`config.mk`:
```
export PLATFORM = sky130hd
export DESIGN_NAME = tdes_sequencer
export DESIGN_NICKNAME = d
export VERILOG_FILES = /design/src/rtl/tdes_pkg.sv /design/src/rtl/tdes_key_select.sv /design/src/rtl/tdes_sequencer.sv
export SDC_FILE = /design/constraint.sdc
export NUM_CORES = 1
export LEC_CHECK = 0
export CELL_PAD_IN_SITES_DETAIL_PLACEMENT = 1
export CELL_PAD_IN_SITES_GLOBAL_PLACEMENT = 2
export CORE_ASPECT_RATIO = 1.1
export CORE_MARGIN = 8
export CORE_UTILIZATION = 29
export CTS_CLUSTER_SIZE = 12
export DETAILED_ROUTE_END_ITERATION = 16
export GPL_TIMING_DRIVEN = 0
export PLACE_DENSITY = 0.78
export SLEW_MARGIN = 5
export SYNTH_ARGS = -nofsm -noshare
export SYNTH_HDL_FRONTEND = slang
export SYNTH_SLANG_ARGS = --single-unit
export TNS_END_PERCENT = 10
```
`constraint.sdc`:
```
create_clock -name HCLK -period 2.6 [get_ports HCLK]
set_clock_uncertainty 0.15 [all_clocks]
set_input_delay 0.26 -clock HCLK [delete_from_list [all_inputs] [get_ports HCLK]]
set_output_delay 0.26 -clock HCLK [all_outputs]
set_load 0.03 [all_outputs]
```
`src/rtl/tdes_pkg.sv`:
```
// Shared types and constants for the Triple-DES pass sequencer.
// The sequencer and its key selector both import this package.
package tdes_pkg;

    typedef enum logic [2:0] {
        IDLE  = 3'd0,
        RUN   = 3'd1,
        WAIT  = 3'd2,
        DONE  = 3'd3,
        ERROR = 3'd4
    } seq_state_t;

    localparam logic ENCRYPT    = 1'b1;
    localparam int   NUM_PASSES = 3;

    typedef logic [1:0] pass_t;

    localparam pass_t LAST_PASS = pass_t'(NUM_PASSES - 1);

endpackage

```
`src/rtl/tdes_key_select.sv`:
```
// Pass schedule decode: picks the key and core direction for the current pass.
// Encrypt runs E(k1) D(k2) E(k3); decrypt runs D(k3) E(k2) D(k1).
module tdes_key_select
    import tdes_pkg::*;
#(
    parameter int DATA_W = 64
) (
    input  pass_t             pass,
    input  logic              mode,
    input  logic [DATA_W-1:0] key1,
    input  logic [DATA_W-1:0] key2,
    input  logic [DATA_W-1:0] key3,
    output logic [DATA_W-1:0] des_key,
    output logic              des_decrypt
);

    always_comb begin
        des_key     = key1;
        des_decrypt = 1'b0;
        case (pass)
            2'd0:    des_key = (mode == ENCRYPT) ? key1 : key3;
            2'd1:    des_key = key2;
            default: des_key = (mode == ENCRYPT) ? key3 : key1;
        endcase
        // The middle pass always runs the opposite direction to the outer two.
        des_decrypt = (pass == 2'd1) ? (mode == ENCRYPT) : (mode != ENCRYPT);
    end

endmodule

```
`src/rtl/tdes_sequencer.sv`:
```
// Triple-DES pass sequencer: runs a single-round-set DES core three times over a
// start/done handshake and hands the final block back to the AHB-Lite slave controller.
module tdes_sequencer
    import tdes_pkg::*;
#(
    parameter int DATA_W  = 64,
    parameter int TIMEOUT = 64
) (
    input  logic              HCLK,
    input  logic              HRESET,
    input  logic              start,
    input  logic              encryption_type,
    input  logic [DATA_W-1:0] data,
    input  logic [DATA_W-1:0] key1,
    input  logic [DATA_W-1:0] key2,
    input  logic [DATA_W-1:0] key3,
    input  logic              des_done,
    input  logic [DATA_W-1:0] des_out,
    output logic              des_start,
    output logic              des_decrypt,
    output logic [DATA_W-1:0] des_key,
    output logic [DATA_W-1:0] des_in,
    output logic [DATA_W-1:0] output_data,
    output logic              busy,
    output logic              done,
    output logic              error,
    output seq_state_t        dbg_state
);

    localparam int TIMER_W = (TIMEOUT > 2) ? $clog2(TIMEOUT) : 1;
    localparam logic [TIMER_W-1:0] TIMER_MAX = TIMER_W'(TIMEOUT - 1);

    // Handshake with the core: des_start is a one-cycle launch while in RUN; des_done
    // is a one-cycle pulse carrying des_out and is only accepted while in WAIT.

    seq_state_t        state_q, state_d;
    pass_t             pass_q, pass_d;
    logic [TIMER_W-1:0] timer_q, timer_d;
    logic              mode_q, mode_d;
    logic [DATA_W-1:0] k1_q, k1_d;
    logic [DATA_W-1:0] k2_q, k2_d;
    logic [DATA_W-1:0] k3_q, k3_d;
    logic [DATA_W-1:0] work_q, work_d;
    logic [DATA_W-1:0] out_q, out_d;
    logic              des_start_q, des_start_d;
    logic              busy_q, busy_d;
    logic              done_q, done_d;
    logic              error_q, error_d;

    logic [DATA_W-1:0] sel_key;
    logic              sel_decrypt;

    tdes_key_select #(
        .DATA_W (DATA_W)
    ) u_key_select (
        .pass        (pass_q),
        .mode        (mode_q),
        .key1        (k1_q),
        .key2        (k2_q),
        .key3        (k3_q),
        .des_key     (sel_key),
        .des_decrypt (sel_decrypt)
    );

    always_comb begin
        state_d = state_q;
        pass_d  = pass_q;
        timer_d = timer_q;
        mode_d  = mode_q;
        k1_d    = k1_q;
        k2_d    = k2_q;
        k3_d    = k3_q;
        work_d  = work_q;
        out_d   = out_q;
        done_d  = 1'b0;

        case (state_q)
            IDLE, ERROR: begin
                if (start) begin
                    mode_d  = encryption_type;
                    k1_d    = key1;
                    k2_d    = key2;
                    k3_d    = key3;
                    work_d  = data;
                    pass_d  = '0;
                    state_d = RUN;
                end
            end
            RUN: begin
                timer_d = '0;
                state_d = WAIT;
            end
            WAIT: begin
                if (des_done) begin
                    work_d = des_out;
                    if (pass_q == LAST_PASS) begin
                        out_d   = des_out;
                        state_d = DONE;
                    end else begin
                        pass_d  = pass_t'(pass_q + 2'd1);
                        state_d = RUN;
                    end
                end else if (timer_q == TIMER_MAX) begin
                    state_d = ERROR;
                end else begin
                    timer_d = timer_q + 1'b1;
                end
            end
            DONE: begin
                done_d  = 1'b1;
                state_d = IDLE;
            end
            default: state_d = IDLE;
        endcase

        // Status outputs are registered from the next state so they line up with it.
        des_start_d = (state_d == RUN);
        busy_d      = (state_d == RUN) || (state_d == WAIT) || (state_d == DONE);
        error_d     = (state_d == ERROR);
    end

    always_ff @(posedge HCLK or negedge HRESET) begin
        if (!HRESET) begin
            state_q     <= IDLE;
            pass_q      <= '0;
            timer_q     <= '0;
            mode_q      <= 1'b0;
            k1_q        <= '0;
            k2_q        <= '0;
            k3_q        <= '0;
            work_q      <= '0;
            out_q       <= '0;
            des_start_q <= 1'b0;
            busy_q      <= 1'b0;
            done_q      <= 1'b0;
            error_q     <= 1'b0;
        end else begin
            state_q     <= state_d;
            pass_q      <= pass_d;
            timer_q     <= timer_d;
            mode_q      <= mode_d;
            k1_q        <= k1_d;
            k2_q        <= k2_d;
            k3_q        <= k3_d;
            work_q      <= work_d;
            out_q       <= out_d;
            des_start_q <= des_start_d;
            busy_q      <= busy_d;
            done_q      <= done_d;
            error_q     <= error_d;
        end
    end

    // Key/direction only drive the core while a job is active, so the idle bus reads zero
    // even though the decrypt schedule would otherwise decode des_decrypt=1 at pass 0.
    assign des_key     = busy_q ? sel_key : '0;
    assign des_decrypt = busy_q & sel_decrypt;
    assign des_start   = des_start_q;
    assign des_in      = work_q;
    assign output_data = out_q;
    assign busy        = busy_q;
    assign done        = done_q;
    assign error       = error_q;
    assign dbg_state   = state_q;

endmodule
```
**Yosys cells after proc, flatten, opt, wreduce, memory -nomap -nowiden**

Index checks and enable logic that the tools add are counted.

- Output and inout port bits: 200
- Bits in registers: 336
- Word-level logic and storage cells: 66
- Input port bits: 325

- Equality and inequality tests: 16
- Muxes and demuxes: 21
- Bitwise gates (word level): 2
- Add/sub/neg operators: 2
- Reduce and logical (&&, ||, !) cells: 12

Operators by type and width:

| kind | count |
|---|---|
| $mux 64 | 5 |
| $pmux 64 s2 | 2 |
| $eq 3x2->1 const B | 4 |
| $mux 6 | 2 |
| $pmux 6 s2 | 1 |
| $ne 2x2->1 const B | 5 |
| $mux 3 | 3 |
| $pmux 3 s3 | 1 |
| $reduce_and 3->1 | 3 |
| $mux 2 | 4 |
| $add 6x1->6 const B | 1 |
| $eq 3x1->1 const B | 2 |
| $eq 3x3->1 const B | 2 |
| $eq 6x6->1 const B | 1 |
| $pmux 2 s2 | 1 |
| $reduce_and 4->1 | 1 |
| $reduce_bool 2->1 | 2 |
| $logic_not 3->1 | 1 |
| $add 2x1->2 const B | 1 |
| $eq 2x1->1 const B | 1 |
| $eq 2x2->1 const B | 1 |
| $logic_not 2->1 | 1 |
| $logic_or 1x1->1 | 2 |
| $mux 1 | 2 |
| 4 further kinds | 4 |

**Longest topological paths before layout**

Gate-level depths: netlist (run 1).

- Depth after elaboration: 7
- Mapped depth: 8
- Depth with buffers taken out: 6

**Cells and area by module**

A second synthesis (run 1) with hierarchy kept.

- Cells, all modules: 1348
- Area, all modules: 15736.3 um^2

Modules (own cells, without submodules):

| module | area each (um^2) | sequential area each (um^2) | cells an instance | instances |
|---|---|---|---|---|
| tdes_sequencer | 13531.7 | 8408.1 | 1037 | 1 |
| tdes_key_select | 2204.6 | 0.0 | 311 | 1 |

**Least setup slack after synthesis (run 1)**

Ideal clock, no wire load.

- Path kind: flip-flop to output port
- Start point: register pass_q[0]
- End point: output port des_key[35]
- Slack: -0.046 ns
- Data required time: 2.190 ns
- Stages on the path, launching flop included: 9
- Arrival time: 2.236 ns
- Path buffers: 2
- Cell sequence: dfrtp_1 > inv_1 > ha_1 > nor2_1 > clkbuf_1 > clkbuf_1 > a221oi_1 > a21o_1 > a21boi_0

- Cells in the longest elaborated chain, start to end: 3
- Elaborated cells between the ends (all ways): 4
- Those cells by class: 1 x eq/ne; 2 x mux; 1 x reduce/logical

Ends and longest elaborated chain:

| item | line | RTL |
|---|---|---|
| start: declaration | tdes_sequencer.sv:37 | `pass_t pass_q, pass_d;` |
| start signal: assignment | tdes_sequencer.sv:139 | `pass_q <= pass_d;` |
| $eq 2x1->1 / $logic_not 2->1 (equally long branches) | tdes_key_select.sv:20 | `case (pass)` |
| $pmux 64 s2 * | tdes_key_select.sv:20 |  |
| $mux 64 * | tdes_sequencer.sv:156 | `assign des_key = busy_q ? sel_key : '0;` |
| end: declaration | tdes_sequencer.sv:21 | `output logic [DATA_W-1:0] des_key,` |

Every way passes the cells marked *; elsewhere a longest branch is shown, timed or not.

**Worst setup path in the final report (run 1)**

- Start point: register pass_q[0]
- End point: output port des_key[16]

The elaborated chain is that of the path after synthesis.

==> impl_metrics.yaml, run 1 <==
status:
  status: "complete, but fails checks"
  violations: "setup timing"
drt:
  via_per_inst: 5.06
  final_antenna_net_count: 0
  dr_total_vias: 13400
  firstDrtPassIters: 5
  dr.first_iter.drc_count: 731
  wl_um: 66800
  post_drt_wl_per_cell_um: 25.2
  drc: 0
yosys:
  yosysUniqueCellTypes: 45
  synth-seq-cells: 336
  synth_nets: 1674
  synth_edf_count: 0
  ys_seq_area_share_pct: 53.7
  synthArstFlopShare_pct: 100
  syn_area_per_cell_um2: 11.6
  synth_ff_type: "dfrtp_1"
  yosys_warnings: 0
  mappedNetlistArea_um2: 15700
  syn_inst: 1345
critical_path:
  end_kind: "output port"
  reg2regPathDepth: 5
  cp.arrival_ps: 2460
  cp-start-kind: "flip-flop"
  crit_path_max_fanout: 6
  worstSetupPathType: "reg2out"
  cp.required_ps: 2190
  critPathLaunch: "pass_q[0]"
  r2r_start: "dbg_state[0]"
timing:
  final_max_slew_viol_count: 0
  worstMarginPinSlew_ps: 925
  finalSetupViolations: 64
  finalCriticalPeriod_ps: 2870
  final_hold_viol_count: 0
  rsz0062_at_grt: "yes"
  timing.final.ws_setup_ps: -267
  slew_headroom_pct: 38.1
  fmax_ghz: 0.349
  period_share_pct: 110
floorplan:
  die_height_um: 260
  core-area_um2: 53500
  rows: 89
  io_pins: 525
  die_width_um: 238
  start_util_pct: 29.3
  dieArea_um2: 61700
worst_hold_path:
  hold_depth: 3
  worstHoldPathType: "in2reg"
  min_from: "data[22]"
final_layout:
  drive_gt1_share_pct: 24.9
  area_growth_pct: 52.7
  final_core_util_pct: 44.7
  fin_nets: 2256
power:
  ir_worst_vdd_v: 0.000704
  p_leak_nw: 10.2
  p_total_mw: 37.2
  cellPowerDensity_nw_per_um2: 1560
placement:
  portBuffers: 524
  finalWeightedCongestion: 0.829
  hpwl_um: 51000
global_routing:
  gr-total-overflow: 0
  grt_pass1_wl_um: 99400
  antenna_found_initial: 14
  track_usage_pct: 21.2
  grt_max_degree: 109
  grt_pass1_vias: 15100
clocking:
  cts-root-buf: "clkbuf_16"
  cts.sinks: 336
  cts_buffer_depth: 3
  path_clk_slew_ps: 60
  cts_tree: "built"
  clkLatencyLatePin_ps: 550
  htree_num_levels: 2
  cts_buffers: 42
flow_run:
  drv_cap: 0
[cells by family (layout without fill, tap and decap cells)]
family,count (synthesis),after routing,synth area share [%]
AO/OA/AOI/OAI,333,333,15.9
XOR/XNOR,1,1,0.0560
adder cells (fa/ha/maj),4,4,0.320
buffers and inverters,118,730,3.62
flip-flops,336,336,53.7
multiplexers,262,262,18.8
other,0,10,0
AND/OR/NAND/NOR,291,291,7.58
[through the flow]
step	hold WS [ps]	cells	instance area [um^2]	setup slack, ps	setup TNS, ps
global placement	317	2551	21800	-14580	-4954460
detailed placement	-47.3	2554	21800	-1210	-79240
floorplan	-186	1345	15700	-46.0	-951
finish	123	2649	23900	-267	-12120
CTS	78.4	2637	23700	-291	-15030
global route	96.0	2640	23900	-391	-20050
[worst paths after layout]
| path | end | slack [ps] |
|---|---|---|
| max | des_key[16] | -270 |
| min | des_in[22] | 120 |
| max reg2reg | k2_q[30] | 170 |
| min reg2reg | output_data[26] | 340 |
| max in group asynchronous | k2_q[31] | 890 |
| min in group asynchronous | k2_q[39] | 170 |
[registers in the layout, indices dropped and copies added (netlist names)]
register     cells
busy             1
dbg_state        3
des_in          64
des_start        1
done             1
error            1
k1_q            64
k2_q            64
k3_q            64
mode_q           1
output_data     64
pass_q           2
timer_q          6
[layer usage]
metal  wire [um]  track usage [%]  vias to the layer above
met2       32500             36.0                      490
li1            -                -                     6066
met4        1850             5.99                       14
met5          93                0                        -
met1       26000             24.4                     6741
met3        6310             8.59                      101
[cells in the mapped netlist (3+ instances only)]
library cell	number	area [um^2]
ha_1	4	50.1
nand2b_1	4	25.0
a21o_1	65	488
a21oi_1	3	15.0
a31oi_1	65	407
buf_6	6	67.6
buf_2	51	255
mux2i_1	3	30.0
nor2_1	68	255
mux2_1	60	676
mux2_2	199	2240
dfrtp_1	336	8410
clkbuf_1	49	184
a22oi_1	63	473
inv_1	3	11.3
nand2_1	196	736
a21boi_0	63	473
buf_1	5	18.8
o21ai_0	3	15.0
buf_4	4	30.0
a221oi_1	63	552
[area by class of cell]
cell class	count	area (um^2)
multi-input cells	891	6900
flip-flops and latches	336	8410
well taps	682	853
repair buffers	538	5410
plain buffers	115	886
clock buffers	61	1240
clock inverters	13	174
fillers	5707	29500
diodes	10	25.0
inverters	3	11.3
[placed cells by master, fill, tap and decap left out, types with 3 or more instances in the layout]
master	n
nor2_1	67
clkbuf_16	48
a22oi_2	7
mux2_2	199
clkbuf_2	8
mux2i_1	3
buf_4	54
dfrtp_1	336
clkdlybuf4s50_1	458
a21oi_1	3
buf_16	4
a221oi_2	10
buf_6	31
a31oi_1	65
clkbuf_1	28
a221oi_1	53
clkbuf_8	23
buf_12	4
buf_2	42
a21boi_0	9
a21boi_1	31
clkbuf_4	5
bufinv_16	4
a21o_1	65
a22oi_1	56
buf_8	4
nand2b_1	4
mux2_1	60
clkinv_2	6
a21boi_2	23
nand2_1	196
diode_2	10
o21ai_0	3
[power by group]
part           internal (mW)  switching (mW)  total (mW)
sequential              7.88            1.79        9.66
clock                   3.70            2.34        6.05
combinational           9.49            12.0        21.5
[timing repair]
item / 4_1_cts / 5_1_grt
pin swaps: 39 / 8
endpoints found under the hold margin: 122 / 0
setup buffers: 5 / 1
cloned: 2 / 1
hold buffers: 2 / 0
gates resized for setup: 631 / 36
setup endpoints to repair: 116 / 65
[critical path, stage by stage (launching register included)]
cell       delay (ps)
dfrtp_1           410
inv_2              70
ha_4              200
nor2_4            160
clkbuf_16         200
buf_12            110
buf_16            110
a221oi_2           50
a21o_1            230
a21boi_1          160
buf_4             200
No activity file was read; power rests on OpenSTA's default activity.
==> run 2: changes to the inputs <==
Settings changed: ABC_CLOCK_PERIOD_IN_PS set to 2600.
==> results of run 2 <==
Final layout, timing and power as in run 1 (identical DEF).
